### src/rtl/serial_arith_pkg.sv
// Shared definitions for the bit-serial arithmetic blocks (adder now, subtractor later).
// Holds the control-state encoding and the bit-counter sizing helper.
package serial_arith_pkg;

  typedef enum logic [1:0] {
    IDLE = 2'd0,
    RUN  = 2'd1,
    DONE = 2'd2
  } state_t;

  // Bits needed to index operand bits 0..width-1; never narrower than one bit.
  function automatic int cnt_w(input int width);
    return (width < 2) ? 1 : $clog2(width);
  endfunction

endpackage

### src/rtl/serial_adder_if.sv
// Start/busy/done handshake bundle for the bit-serial adder.
// The master issues operands and start; the slave returns status and the result.
interface serial_adder_if #(
  parameter int WIDTH = 8
);
  logic             start;
  logic [WIDTH-1:0] a;
  logic [WIDTH-1:0] b;
  logic             cin;
  logic             busy;
  logic             done;
  logic [WIDTH-1:0] sum;
  logic             cout;

  modport master (
    output start, a, b, cin,
    input  busy, done, sum, cout
  );

  modport slave (
    input  start, a, b, cin,
    output busy, done, sum, cout
  );
endinterface

### src/rtl/serial_adder_half_add_bit.sv
// Single-bit half adder; two of these plus an OR make the per-bit full adder.
module half_add_bit (
  input  logic x,
  input  logic y,
  output logic s,
  output logic c
);
  assign s = x ^ y;
  assign c = x & y;
endmodule

### src/rtl/serial_adder.sv
// Bit-serial WIDTH-bit adder: one operand bit pair per clock, LSB first, registered carry.
// sum/cout update only on the last RUN edge, so they always show a complete result.
module serial_adder
  import serial_arith_pkg::*;
#(
  parameter int WIDTH = 8
) (
  input logic            clk,
  input logic            rst,
  serial_adder_if.slave  bus
);

  localparam int CW = cnt_w(WIDTH);
  localparam logic [CW-1:0] LAST_BIT = CW'(WIDTH - 1);

  state_t           state_reg, state_next;
  logic [WIDTH-1:0] a_reg, b_reg;
  logic [WIDTH-2:0] part_reg;
  logic [WIDTH-1:0] sum_reg;
  logic             carry_reg, cout_reg;
  logic [CW-1:0]    count_reg;

  logic             load, last;
  logic             p_bit, g_bit, bit_s, c_prop, bit_c;
  logic [WIDTH-1:0] part_next;

  // Full adder: generate/propagate from the operands, then fold in the carry.
  half_add_bit u_ha_ops (.x(a_reg[0]), .y(b_reg[0]), .s(p_bit), .c(g_bit));
  half_add_bit u_ha_cry (.x(p_bit), .y(carry_reg), .s(bit_s), .c(c_prop));
  assign bit_c = g_bit | c_prop;

  assign last      = (count_reg == LAST_BIT);
  assign part_next = {bit_s, part_reg};

  always_comb begin
    state_next = state_reg;
    load       = 1'b0;
    case (state_reg)
      IDLE, DONE: begin
        if (bus.start) begin
          state_next = RUN;
          load       = 1'b1;
        end else begin
          state_next = IDLE;
        end
      end
      RUN: begin
        if (last) state_next = DONE;
      end
      default: state_next = IDLE;
    endcase
  end

  always_ff @(posedge clk or posedge rst) begin
    if (rst) begin
      state_reg <= IDLE;
      a_reg     <= '0;
      b_reg     <= '0;
      part_reg  <= '0;
      sum_reg   <= '0;
      carry_reg <= 1'b0;
      cout_reg  <= 1'b0;
      count_reg <= '0;
    end else begin
      state_reg <= state_next;
      if (load) begin
        a_reg     <= bus.a;
        b_reg     <= bus.b;
        carry_reg <= bus.cin;
        count_reg <= '0;
      end else if (state_reg == RUN) begin
        a_reg     <= a_reg >> 1;
        b_reg     <= b_reg >> 1;
        part_reg  <= part_next[WIDTH-1:1];
        carry_reg <= bit_c;
        count_reg <= count_reg + 1'b1;
        if (last) begin
          sum_reg  <= part_next;
          cout_reg <= bit_c;
        end
      end
    end
  end

  assign bus.busy = (state_reg == RUN);
  assign bus.done = (state_reg == DONE);
  assign bus.sum  = sum_reg;
  assign bus.cout = cout_reg;

endmodule

### src/flat_wrapper.sv
// flat-port wrapper written by rule: the top's interface ports become plain ports
module serial_adder_flat import serial_arith_pkg::*;
#(
  parameter int WIDTH = 8
)
  (clk, rst, bus_start, bus_a, bus_b, bus_cin, bus_busy, bus_done, bus_sum, bus_cout);
  serial_adder_if #(.WIDTH(WIDTH)) bus_i ();
  input logic clk;
  input logic rst;
  input wire logic [$bits(bus_i.start)-1:0] bus_start;
  input wire logic [$bits(bus_i.a)-1:0] bus_a;
  input wire logic [$bits(bus_i.b)-1:0] bus_b;
  input wire logic [$bits(bus_i.cin)-1:0] bus_cin;
  output wire logic [$bits(bus_i.busy)-1:0] bus_busy;
  output wire logic [$bits(bus_i.done)-1:0] bus_done;
  output wire logic [$bits(bus_i.sum)-1:0] bus_sum;
  output wire logic [$bits(bus_i.cout)-1:0] bus_cout;
  assign bus_i.start = bus_start;
  assign bus_i.a = bus_a;
  assign bus_i.b = bus_b;
  assign bus_i.cin = bus_cin;
  assign bus_busy = bus_i.busy;
  assign bus_done = bus_i.done;
  assign bus_sum = bus_i.sum;
  assign bus_cout = bus_i.cout;
  serial_adder #(.WIDTH(WIDTH)) u_core (.clk(clk), .rst(rst), .bus(bus_i));
endmodule
### config.mk
export PLATFORM = sky130hd
export DESIGN_NAME = serial_adder_flat
export DESIGN_NICKNAME = d
export VERILOG_FILES = /design/src/rtl/serial_arith_pkg.sv /design/src/rtl/serial_adder_if.sv /design/src/rtl/serial_adder_half_add_bit.sv /design/src/rtl/serial_adder.sv /design/src/flat_wrapper.sv
export SDC_FILE = /design/constraint.sdc
export NUM_CORES = 1
export LEC_CHECK = 0
export CORE_MARGIN = 8
export CORE_UTILIZATION = 45
export CTS_CLUSTER_SIZE = 25
export DETAILED_ROUTE_END_ITERATION = 10
export GPL_TIMING_DRIVEN = 0
export PLACE_DENSITY_LB_ADDON = 0.1
export SYNTH_ARGS = -nofsm -noshare
export SYNTH_HDL_FRONTEND = slang
export SYNTH_HIERARCHICAL = 1
export SYNTH_SLANG_ARGS = --single-unit
export TNS_END_PERCENT = 100
### constraint.sdc
create_clock -name clk -period 1.66 [get_ports clk]
set_clock_uncertainty 0.15 [all_clocks]
set_input_delay 0.498 -clock clk [delete_from_list [all_inputs] [get_ports clk]]
set_output_delay 0.498 -clock clk [all_outputs]
set_load 0.02 [all_outputs]
## After elaboration in Yosys (flattened, before gate mapping)

Cells that the tools add are included.

- Bits in latches: 0
- Memories: 0
- Bits in read-only memories: 0
- Register bits: 38
- Bits in writable memories: 0
- Input bits: 20

- Order comparisons: 0
- Equality and inequality tests: 4
- Multiply operators: 0
- Shift-type cells: 0
- Reductions and logical operators: 5
- Divide/modulo/power cells: 0
- Bitwise logic cells: 6
- Add/subtract/negate cells: 1
- Multiplexer cells: 13

Operator list:

| kind | count |
|---|---|
| $mux 8 | 4 |
| $mux 3 | 2 |
| $mux 1 | 5 |
| $pmux 2 s2 | 1 |
| $add 3x1->3 const B | 1 |
| $eq 3x3->1 const B | 1 |
| $reduce_and 3->1 | 1 |
| $and 1x1->1 | 2 |
| $eq 2x1->1 const B | 1 |
| $eq 2x2->1 const B | 1 |
| $logic_not 2->1 | 1 |
| $mux 2 | 1 |
| $ne 2x1->1 const B | 1 |
| $reduce_and 2->1 | 1 |
| $reduce_bool 2->1 | 1 |
| $reduce_or 2->1 | 1 |
| $xor 1x1->1 | 2 |
| $not 1->1 | 1 |
| $or 1x1->1 | 1 |

## Depth between registers and ports, before layout

- Depth after elaboration: 5
- Depth in mapped cells: 6

## Hierarchy

Netlist, hierarchy kept.

By module, submodules not included:

| module | times used | area an instance (um^2) | sequential area each (um^2) | cells an instance |
|---|---|---|---|---|
| serial_adder | 1 | 1559.0 | 950.9 | 124 |
| half_add_bit | 2 | 12.5 | 0.0 | 1 |

## Worst setup path after synthesis

Ideal clock, no wire load.

- Path type: register to register
- Start: register u_core.count_reg[0]
- End: register u_core.sum_reg[0] (netlist: u_core/bus.sum[0])
- Period minus slack after synthesis: 1.640 ns
- Arrival: 1.365 ns
- Path slack: 0.020 ns
- Buffers on the path: 1
- Stages on the path, launching flop included: 6
- Cell sequence: dfrtp_1 > ha_1 > ha_1 > nand3b_1 > buf_2 > mux2_2

- Cells in the longest elaborated chain, start to end: 2

RTL lines:

| item | RTL line | text |
|---|---|---|
| start, declared | serial_adder.sv:21 | `logic [CW-1:0] count_reg;` |
| start signal, assigned | serial_adder.sv:76 | `count_reg <= count_reg + 1'b1;` |
| $eq 3x3->1 | serial_adder.sv:32 | `assign last = (count_reg == LAST_BIT);` |
| $reduce_and 3->1 (no source line) | - |  |
| end signal, assigned | serial_adder.sv:78 | `sum_reg <= part_next;` |
| end, declared | serial_adder.sv:19 | `logic [WIDTH-1:0] sum_reg;` |

Every way passes these cells.
A chain may end at the register's enable or synchronous reset.

## Worst setup path after layout

- Start: register u_core.state_reg[1]
- End: output bus_done

- Cells in the longest elaborated chain, start to end: 1

RTL lines:

| item | RTL line | text |
|---|---|---|
| start, declared | serial_adder.sv:16 | `state_t state_reg, state_next;` |
| start signal, assigned | serial_adder.sv:65 | `state_reg <= state_next;` |
| $eq 2x2->1 | serial_adder.sv:86 | `assign bus.done = (state_reg == DONE);` |
| end, declared | flat_wrapper.sv:15 | `output wire logic [$bits(bus_i.done)-1:0] bus_done;` |

Every way passes these cells.

==> run summary <==
* 0 — initial antenna violation count
* 5 — total CTS buffers
* 203 — # placed instances
* 0 — global route total overflow
* 31 — count of pins on the block boundary
* 3360 sq um — placeable core region
* 1.06 — post-route clock period utilization
* 569 MHz — Fmax
* 2 — maximum fanout along the worst path
* 1.20 nW — Static Leak
* primary output — nature of the critical path endpoint
* 1580 sq um — cell area after technology mapping
* 410 ps — critical path's largest stage delay
* 75.3 microns — Vert. Die Dim
* flip-flop — type of element launching the critical path
* 1.13 mV — IR drop worst, VDD
* 0.471 — Initial Utilization
* reg2out — Worst Path Class, Setup
* 38 — clock sink count
* 0.694 — final estimated routing congestion in global placement
* 0.331 — share of cells above drive strength 1
* 1970 sq um — total cell area at the placement stage
* 3530 microns — Final Routed Wirelength
* 12.6 sq um — Post-Synthesis Mean Instance Area
* 0 — reported max-cap violation count
* 632 sq um — total area of multi-input combinational cells
* finished, violations left — status
* 24 — maximum number of pins on one net before global-route repair
* -172 ps — final setup TNS
* 5.13 — detail-routed via count per cell
* 15.6 microns — detail-routed net length per standard cell
* 1200 — via count of the first global-routing pass
* 2 — Critical path buffers and inverters
* 58 — number of DRC markers after the initial detailed-route iteration
* -97.7 ps — final worst setup slack
* sky130_fd_sc_hd__dfrtp_1 60%, sky130_fd_sc_hd__a22o_1 10%, sky130_fd_sc_hd__a21o_1 6.6% — top post-synthesis cells by area
* 5460 microns — first-pass GRT wire length
* 0.129 — aggregate global-route resource usage
* reg2reg — class of the most critical hold timing path
* 0 — Antenna Cells
* 950 ps — transition time at the pin with the least slew margin
* 2220 sq um — Layout Cell Area excl Fill
* 126 — gate count after technology mapping
* sky130_fd_sc_hd__dfrtp_1 — leading cell type in the layout, fill and taps excluded
* 1760 ps — minimum period implied by the final worst setup slack
* 0.366 — slew margin rel.
* sky130_fd_sc_hd__dfrtp_1 — Yosys top cell by area
* 21 — cell row count
* 1110 ps — arrival time worst endpoint
* 340 ps — clock insertion delay at the later pin of the skew report
* 0 — DRC violation count after routing
* 75.3 microns — horizontal die dimension
* 227 — non-filler instance count after layout
* 4.17 mW — Overall Power
* 2 — number of H-tree levels
* 19 — count of cell types in the netlist
* 0.600 — sequential area share after synthesis
* 5670 sq um — full die area
* sky130_fd_sc_hd__buf_6 — most repeated library cell on the critical path
* 110 ps — clock-pin slew reported for the worst setup and hold paths after clock tree synthesis
* 0 — number of nets with antenna violations after detailed routing
* 0.600 — post-synth top area share
* 2 — final setup violating endpoints
* 1164 — via count of the routed design
* 40.3% — Area Growth Syn to Fin
* 2 — maximum count of clock buffers along a single path
* 37 x sky130_fd_sc_hd__dfrtp_1, 22 x sky130_fd_sc_hd__nand2_1, 18 x sky130_fd_sc_hd__clkdlybuf4s50_1, 18 x sky130_fd_sc_hd__a22o_1 — highest-count cells in the layout ignoring fill and taps
* 2280 microns — Post-DP HPWL
* 150 — Synth Net Count
* 952 sq um — sequential cell area
* 1010 ps — required time worst endpoint
* done — clock tree from TritonCTS
* 6 — YS warnings
* 38 — synthesized flop and latch total
* yes — RSZ-0062 raised after global routing
* 291 — fill cell total of the finished layout
* 4 — Pre-Repair DR Iteration Count
* negative setup slack — failing checks
* 204 — number of nets in the final layout
* 0 — final hold violations
* sky130_fd_sc_hd__dfrtp_1 — slowest CP cell
* 30 — IO buf count
* 0 — number of max-slew violations in the final report
* 0 — hold_buf cts
* flip-flops — cell class contributing the biggest share of worst-path delay
* sky130_fd_sc_hd__clkbuf_4 — CTS Root Cell
* 1870 nW/um^2 — Pwr Density
* buf_6, nor2b_4, buf_6 — crit path cell chain
-- layer usage --
| metal | vias up | share of wire | track usage |
|---|---|---|---|
| met5 | - | 0 | 0 |
| met3 | 5 | 0.042 | 0.0303 |
| met2 | 23 | 0.51 | 0.219 |
| met1 | 590 | 0.43 | 0.148 |
| li1 | 546 | - | - |
| met4 | 0 | 0.014 | 0.0640 |
-- where the power goes --
| part | switching [mW] | internal [mW] | leakage (nW) | total, mW |
|---|---|---|---|---|
| sequential | 0.258 | 1.35 | 0.476 | 1.61 |
| combinational | 0.945 | 1.11 | 0.687 | 2.05 |
| clock | 0.296 | 0.205 | 0.0353 | 0.501 |
-- path summary, 6_finish.rpt --
kind                                                 startpoint                               to  slack (ps)  cells after the start
worst max-delay path            u_core/state_reg[1]$_DFFE_PP0P_                         bus_done        -100                      3
worst min-delay path                u_core/b_reg[4]$_DFFE_PP0P_      u_core/b_reg[4]$_DFFE_PP0P_         340                      1
worst max register to register  u_core/count_reg[1]$_DFFE_PP0P_    u_core/bus.sum[1]$_DFFE_PP0P_          20                      5
worst min register to register      u_core/b_reg[4]$_DFFE_PP0P_      u_core/b_reg[4]$_DFFE_PP0P_         340                      1
max in group asynchronous                                   rst  u_core/state_reg[0]$_DFFE_PP0P_         210                      2
min in group asynchronous                                   rst   u_core/part_reg[1]$_DFFE_PP0P_         520                      2
-- cell type report --
class	count	share of cell area
Timing Repair Buffer	49	0.201
Multi-Input combinational cell	77	0.284
Sequential cell	38	0.428
Inverter	3	0.00845
Clock inverter	1	0.00225
Tap cell	46	0.0259
Clock buffer	7	0.0248
Buffer	6	0.0248
-- cell usage after synthesis, drive strengths merged --
cell type	n
nand2	22
nand3b	1
dfrtp	38
nand2b	1
o21ai	1
a22o	18
a221o	1
mux2	9
nor2b	2
a21o	14
o21bai	1
ha	4
nor2	3
inv	3
buf	8
-- logic make-up (layout without fill, tap and decap cells) --
kind of cell | count (synthesis) | in the layout | synth area share
AND/OR/NAND/NOR | 29 | 29 | 0.0774
adder cells (fa/ha/maj) | 4 | 4 | 0.0316
flip-flops | 38 | 38 | 0.600
buffers and inverters | 11 | 66 | 0.0466
multiplexers | 9 | 9 | 0.0640
AO/OA/AOI/OAI | 35 | 35 | 0.180
-- metrics by stage --
stage               worst slack, ps  utilization  hold slack (ps)
detailed placement             -585        0.586              316
floorplan                      20.1            -              292
CTS                            -229        0.635              341
global placement               -615        0.577              309
finish                        -97.7        0.661              339
global route                   -134        0.661              357
-- repair_timing --
action,CTS,global route
setup endpoints to repair,21,29
cloned,1,1
resized for setup,51,27
buffers inserted,9,7
hold endpoints to repair,0,0
pin swaps,0,3
Note: power is estimated with default switching activity, not from simulation.
